$ cat src/rtl/ring_addr_sequencer.sv
// ring_addr_sequencer: one-hot ring generator feeding the CNN address encoder.
// Emits DATANUM one-hot beats per pass (bit 14 first, then bit 0..13 so the
// encoder sees 0..14), for PASSES passes per Start, over a Valid/Ready
// handshake, then pulses Done. All outputs are registered.
// Optional build macro RING_ONEHOT_CHECK_EN adds a RingErr output and a
// popcount watchdog that returns the sequencer to IDLE on a corrupted ring.
module ring_addr_sequencer #(
    parameter int DATANUM = 15,
    parameter int PASSES  = 1,
    parameter int PASS_W  = 4
) (
    input  logic               clk,
    input  logic               rst_n,
    input  logic               Start,
    input  logic               Abort,
    input  logic               Ready,
    output logic [DATANUM-1:0] RingOut,
    output logic               Valid,
    output logic               Last,
    output logic [PASS_W-1:0]  PassCnt,
    output logic               Busy,
`ifdef RING_ONEHOT_CHECK_EN
    output logic               RingErr,
`endif
    output logic               Done
);

    localparam logic [DATANUM-1:0] RING_HOME = {1'b1, {(DATANUM-1){1'b0}}};
    localparam logic [PASS_W-1:0]  LAST_PASS = PASS_W'(PASSES - 1);

    typedef enum logic [1:0] {IDLE = 2'd0, RUN = 2'd1, DONE = 2'd2} state_t;

    state_t               r_state, w_state_nxt;
    logic [DATANUM-1:0]   r_ring,  w_ring_nxt;
    logic                 r_valid, w_valid_nxt;
    logic                 r_last,  w_last_nxt;
    logic [PASS_W-1:0]    r_pass,  w_pass_nxt;
    logic                 r_busy,  w_busy_nxt;
    logic                 r_done,  w_done_nxt;
    logic                 w_accept;
    logic                 w_err;
    logic [DATANUM-1:0]   w_ring_rot;

    assign w_accept   = r_valid & Ready;
    assign w_ring_rot = {r_ring[DATANUM-2:0], r_ring[DATANUM-1]};

`ifdef RING_ONEHOT_CHECK_EN
    logic r_err;

    // Ring must be exactly one-hot; anything else is treated as corruption.
    assign w_err = ($countones(r_ring) != 1);

    // One-cycle error pulse, registered like every other output.
    always_ff @(posedge clk or negedge rst_n) begin
        if (!rst_n) r_err <= 1'b0;
        else        r_err <= w_err;
    end

    assign RingErr = r_err;
`else
    assign w_err = 1'b0;
`endif

    // State and registered-output bank.
    always_ff @(posedge clk or negedge rst_n) begin
        if (!rst_n) begin
            r_state <= IDLE;
            r_ring  <= RING_HOME;
            r_valid <= 1'b0;
            r_last  <= 1'b0;
            r_pass  <= '0;
            r_busy  <= 1'b0;
            r_done  <= 1'b0;
        end else begin
            r_state <= w_state_nxt;
            r_ring  <= w_ring_nxt;
            r_valid <= w_valid_nxt;
            r_last  <= w_last_nxt;
            r_pass  <= w_pass_nxt;
            r_busy  <= w_busy_nxt;
            r_done  <= w_done_nxt;
        end
    end

    // Next-state and next-output logic; Abort / ring corruption override all.
    always_comb begin
        w_state_nxt = r_state;
        w_ring_nxt  = r_ring;
        w_valid_nxt = r_valid;
        w_last_nxt  = r_last;
        w_pass_nxt  = r_pass;
        w_busy_nxt  = r_busy;
        w_done_nxt  = 1'b0;
        if (Abort || w_err) begin
            w_state_nxt = IDLE;
            w_ring_nxt  = RING_HOME;
            w_valid_nxt = 1'b0;
            w_last_nxt  = 1'b0;
            w_pass_nxt  = '0;
            w_busy_nxt  = 1'b0;
        end else begin
            case (r_state)
                IDLE: begin
                    w_ring_nxt  = RING_HOME;
                    w_valid_nxt = 1'b0;
                    w_last_nxt  = 1'b0;
                    w_pass_nxt  = '0;
                    w_busy_nxt  = 1'b0;
                    if (Start) begin
                        w_state_nxt = RUN;
                        w_valid_nxt = 1'b1;
                        w_busy_nxt  = 1'b1;
                    end
                end
                RUN: begin
                    if (w_accept) begin
                        if (r_last) begin
                            w_state_nxt = DONE;
                            w_ring_nxt  = RING_HOME;
                            w_valid_nxt = 1'b0;
                            w_last_nxt  = 1'b0;
                            w_done_nxt  = 1'b1;
                        end else begin
                            w_ring_nxt = w_ring_rot;
                            if (r_ring[DATANUM-2])
                                w_pass_nxt = r_pass + PASS_W'(1);
                            // Last is looked ahead one beat so it stays registered.
                            w_last_nxt = r_ring[DATANUM-3] && (r_pass == LAST_PASS);
                        end
                    end
                end
                DONE: begin
                    w_state_nxt = IDLE;
                    w_ring_nxt  = RING_HOME;
                    w_valid_nxt = 1'b0;
                    w_last_nxt  = 1'b0;
                    w_pass_nxt  = '0;
                    w_busy_nxt  = 1'b0;
                end
                default: begin
                    w_state_nxt = IDLE;
                    w_ring_nxt  = RING_HOME;
                    w_valid_nxt = 1'b0;
                    w_last_nxt  = 1'b0;
                    w_pass_nxt  = '0;
                    w_busy_nxt  = 1'b0;
                end
            endcase
        end
    end

    assign RingOut = r_ring;
    assign Valid   = r_valid;
    assign Last    = r_last;
    assign PassCnt = r_pass;
    assign Busy    = r_busy;
    assign Done    = r_done;

endmodule

$ cat config.mk
export PLATFORM = sky130hd
export DESIGN_NAME = ring_addr_sequencer
export DESIGN_NICKNAME = d
export VERILOG_FILES = /design/src/rtl/ring_addr_sequencer.sv
export SDC_FILE = /design/constraint.sdc
export NUM_CORES = 1
export LEC_CHECK = 0
export ABC_AREA = 1
export CAP_MARGIN = 25
export CORE_MARGIN = 2
export CORE_UTILIZATION = 47
export DETAILED_ROUTE_END_ITERATION = 12
export PLACE_DENSITY_LB_ADDON = 0.25
export SLEW_MARGIN = 20
export SYNTH_ARGS = -nofsm -noshare
export SYNTH_HDL_FRONTEND = slang
export SYNTH_SLANG_ARGS = --single-unit
$ cat constraint.sdc
create_clock -name clk -period 3.8 [get_ports clk]
set_clock_uncertainty 0.2 [all_clocks]
set_input_delay 0.57 -clock clk [delete_from_list [all_inputs] [get_ports clk]]
set_output_delay 0.57 -clock clk [all_outputs]
set_load 0.05 [all_outputs]
# --- After elaboration in Yosys (flattened, before gate mapping) ---
# Cells that the tools add are included.
# W data, S select, Z words.
classes:
  add_sub_neg: 1
  n_eq_ne: 7
  n_mux: 29
  bitwise_logic: 1
  reduce_logical: 6
op_table:
  columns: ["cell", "count"]
  rows:
  - ["$mux W15", 4]
  - ["$mux W4", 5]
  - ["$ne A3 B3 Y1 const B", 5]
  - ["$mux W1", 13]
  - ["$mux W2", 4]
  - ["$reduce_and A3 Y1", 2]
  - ["$add A4 B1 Y4 const B", 1]
  - ["$logic_not A4 Y1", 1]
  - ["$pmux W1 S2", 2]
  - ["$pmux W2 S2", 1]
  - ["$eq A2 B1 Y1 const B", 1]
  - ["$logic_not A2 Y1", 1]
  - ["$ne A2 B2 Y1 const B", 1]
  - ["$reduce_and A2 Y1", 1]
  - ["$and A1 B1 Y1", 1]
  - ["$logic_and A1 B1 Y1", 1]
word_totals:
  regBits: 25
  input_bits: 5
  out_inout_bits: 23
  elab_cells: 51

# --- Logic depth before layout (Yosys ltp) ---
depth:
  word_depth: 6
  ltp_mapped: 7
  ltp_nobuf: 6

# --- Least setup slack after synthesis ---
# No wires, ideal clock.
synth_path:
  path_type: "reg2reg"
  startpoint: "register r_valid (netlist: Valid)"
  endpoint: "register r_ring[13] (netlist: RingOut[13])"
  setup_time_ns: 0.067
  arrival_ns: 1.329
  required_ns: 3.533
  slack_ns: 2.204
  stages_incl_launch_ff: 6
  path_buffers: 1
  period_less_slack_ns: 1.596
  path_cell_list: "dfrtp_1 > nand2_2 > nor2_4 > buf_2 > nand3_1 > nand2_1"
synth_between:
  elab_chain_len: 2
synth_lines:
  columns: ["element", "line_no", "rtl"]
  rows:
  - ["start, declared", "35", "logic r_valid, w_valid_nxt;"]
  - ["start signal, assigned", "77", "r_valid <= w_valid_nxt;"]
  - ["$and A1 B1 Y1", "44", "assign w_accept = r_valid & Ready;"]
  - ["$ne A3 B3 Y1 (no source line)", null, null]
  - ["end signal, assigned", "76", "r_ring <= w_ring_nxt;"]
  - ["end, declared", "34", "logic [DATANUM-1:0] r_ring, w_ring_nxt;"]
# No other way between the ends.
# A chain may end at the register's enable or synchronous reset.

# --- Worst setup path in the final report ---
layout_path:
  startpoint: "register r_ring[14] (netlist: RingOut[14])"
  endpoint: "output RingOut[14]"
layout_rtl:
  columns: ["element", "line_no", "rtl"]
  rows:
  - ["end, declared", "17", "output logic [DATANUM-1:0] RingOut,"]
# No word-level cell between the ends.

==> impl_metrics.env <==
export IMPL_status="completed"
export IMPL_critPathLaunch="RingOut[14]$_DFFE_PN1P_"
export IMPL_clk_pin_slew_ns=0.13
export IMPL_stdcell_area_mm2=0.00149
export IMPL_power_frac_seq=0.617
export IMPL_r2r_cells=6
export IMPL_ys_ff_latch=25
export IMPL_gp_congestion=0.752
export IMPL_path_buf_inv=1
export IMPL_cp_slowest_stage_delay_ns=0.81
export IMPL_cpLargestDelayFamily="buffers and inverters"
export IMPL_min_from="Busy$_DFFE_PN0P_"
export IMPL_register_area_um2=627
export IMPL_post_cts_resized=0
export IMPL_n_fill_cell=209
export IMPL_r2r_end="PassCnt[0]$_DFFE_PN0P_"
export IMPL_firstDrtPassIters=4
export IMPL_setup_viol=0
export IMPL_path_class="reg2out"
export IMPL_ys_warn_count=0
export IMPL_grt_max_degree=21
export IMPL_drc=0
export IMPL_initial_core_util=0.487
export IMPL_post_cts_buffers=0
export IMPL_leakage_nw=0.736
export IMPL_internal_power_w=0.000328
export IMPL_r2r_setup_slack_ns=2.05
export IMPL_drive_gt1_frac=0.187
export IMPL_syn_nets=134
export IMPL_cts_hold_buffers=0
export IMPL_placed_cell_area_mm2=0.00147
export IMPL_maxCapViolCount=0
export IMPL_grt_pass1_vias=885
export IMPL_clk_latency_ns=0.31
export IMPL_hold_class="reg2reg"
export IMPL_drtIter0Drc=26
export IMPL_rsz0062_at_grt="no"
export IMPL_cts_inserted_buffers=3
export IMPL_cts_buffer_depth=2
export IMPL_syn_avg_cell_area_um2=9.32
export IMPL_design_die_area_mm2=0.00294
export IMPL_multi_input_area_um2=488
export IMPL_routed_via_density=4.98
export IMPL_fmax_mhz=406
export IMPL_dp_hpwl_um=1640
export IMPL_crit_slowest_cell="clkdlybuf4s50_1"
export IMPL_route_antenna_remaining_nets=0
export IMPL_die_w_um=54.2
export IMPL_synth_seq_area_share=0.530
export IMPL_syn_to_final_growth_pct=26.2
export IMPL_vdd_drop_max_mv=0.170
export IMPL_crit_path_start_kind="register"
export IMPL_die_h_um=54.2
export IMPL_synth_area_mm2=0.00118
export IMPL_vias=922
export IMPL_wl_per_cell_um=12.2
export IMPL_row_count=18
export IMPL_htreeDepth=1
export IMPL_track_usage=0.178
export IMPL_end_kind="output port"
export IMPL_root_buffer="clkbuf_4"
export IMPL_cts_sinks=25
export IMPL_ys_types=23
export IMPL_worstPathRequired_ns=3.03
export IMPL_io_buffer_count=27
export IMPL_core_area_mm2=0.00243
export IMPL_slew_violations=0
export IMPL_hold_path_cell_count=2
export IMPL_power_switching_w=0.000116
export IMPL_fin_setup_tns_ns=0
export IMPL_power_density_mw_per_mm2=297
export IMPL_worstMarginPinSlew_ns=0.729
export IMPL_worstPathMaxFanout=3
export IMPL_drt_wl_total_um=2260
export IMPL_synthCells=127
export IMPL_whs_endpoint="Busy$_DFFE_PN0P_"
export IMPL_tritoncts="yes"
export IMPL_r2r_start="r_state[1]$_DFFE_PN0P_"
export IMPL_grt_pass1_wl_um=3750
export IMPL_io_pins=28
export IMPL_switching_share=0.261
export IMPL_hold_viol=0
export IMPL_grt_overflow_total=0
export IMPL_max_slew_margin=0.513
export IMPL_layout_nets=163
export IMPL_timing_final_crit_share=0.648
export IMPL_path_cells="clkdlybuf4s50_1"
export IMPL_antennaDiodeCount=0
export IMPL_period_minus_slack_ns=2.46
export IMPL_antenna_found_initial=0
export IMPL_arrival_ns=1.69
export IMPL_power_share_clock=0.261
export IMPL_combinationalPowerShare=0.122
how the worst max path moves through the flow:
stage | end | cells after the start
after floorplan | RingOut[13]$_DFFE_PN0P_ | 5
after global placement | PassCnt[0]$_DFFE_PN0P_ | 5
after detailed placement | RingOut[14]$_DFFE_PN1P_ | 4
after CTS | RingOut[14] | 1
after global routing | RingOut[14] | 1
final | RingOut[14] | 1
sequential cells by signal, summed over array words and instances (netlist names):
register,cells
Busy,1
Valid,1
PassCnt,4
RingOut,15
r_state,2
Done,1
Last,1
worst register-to-register path, cell delays in order, from the launching register on:
cell	delay, ns
dfrtp_1	0.43
inv_1	0.08
nand2_2	0.05
nor2_2	0.56
and2_4	0.29
nand2_2	0.05
nand2_2	0.04
logic make-up after synthesis:
family | Yosys count | synth area share
AO/OA/AOI/OAI | 2 | 0.00845
adder cells (fa/ha/maj) | 2 | 0.0211
buffers and inverters | 12 | 0.0581
flip-flops | 25 | 0.530
AND/OR/NAND/NOR | 86 | 0.383
power groups by stage:
stage	Sequential (W)	Combinational (W)	Clock, W
3_3_place_gp	0.000279	0.0000524	0
6_report	0.000274	0.0000541	0.000116
4_1_cts	0.000274	0.0000550	0.000120
5_1_grt	0.000275	0.0000590	0.000127
3_5_place_dp	0.000279	0.0000550	0
2_1_floorplan	0.000289	0.0000280	0
synth_stat cells (all sizes together):
cell / n / share of area
nand2: 52 / 0.21
buf: 4 / 0.033
nand3: 16 / 0.068
nand3b: 2 / 0.013
nor2: 12 / 0.073
nor3b: 1 / 0.0063
o21ai: 1 / 0.0042
nand4: 2 / 0.011
dfrtp: 24 / 0.51
a21oi: 1 / 0.0042
dfstp: 1 / 0.022
ha: 2 / 0.021
inv: 8 / 0.025
and2: 1 / 0.0074
placed cells by master (no fill, tap or decap):
cell type	count
clkbuf_1	1
nor3b_1	1
and2_4	1
nor2_2	1
nor2_4	3
dfstp_2	1
dfrtp_1	24
clkdlybuf4s50_1	27
nand2_2	16
a21oi_1	1
ha_1	2
nor2_1	7
nand2_4	1
inv_2	1
inv_1	7
buf_8	1
nand2_1	35
nand3_1	16
nand4_1	2
nor2_8	1
o21ai_0	1
clkbuf_4	3
nand3b_1	2
per-stage QoR:
step | worst slack (ns) | utilization | power, W | hold slack, ns | cells
4_1_cts | 1.32 | 0.614 | 0.000449 | 0.306 | 185
3_3_place_gp | 1.48 | 0.597 | 0.000332 | 0.263 | 180
2_1_floorplan | 2.20 | - | 0.000317 | 0.0744 | 127
3_5_place_dp | 1.45 | 0.603 | 0.000334 | 0.274 | 181
5_1_grt | 1.29 | 0.614 | 0.000461 | 0.328 | 185
6_report | 1.34 | 0.614 | 0.000444 | 0.301 | 185
layer usage:
| metal | vias up | GRT usage | part of all wire |
|---|---|---|---|
| met5 | - | 0 | 0 |
| met4 | 0 | 0.0625 | 0.0071 |
| met3 | 2 | 0.0306 | 0.042 |
| met2 | 18 | 0.301 | 0.48 |
| met1 | 448 | 0.229 | 0.47 |
| li1 | 454 | - | - |
cell type report:
| cell class | instances | area share |
|---|---|---|
| inverter | 8 | 0.0201 |
| clock buffer | 4 | 0.0176 |
| multi-input combinational | 90 | 0.327 |
| sequential | 25 | 0.420 |
| tap | 30 | 0.0251 |
| timing repair buffer | 28 | 0.191 |
No activity file was read; power rests on OpenSTA's default activity.
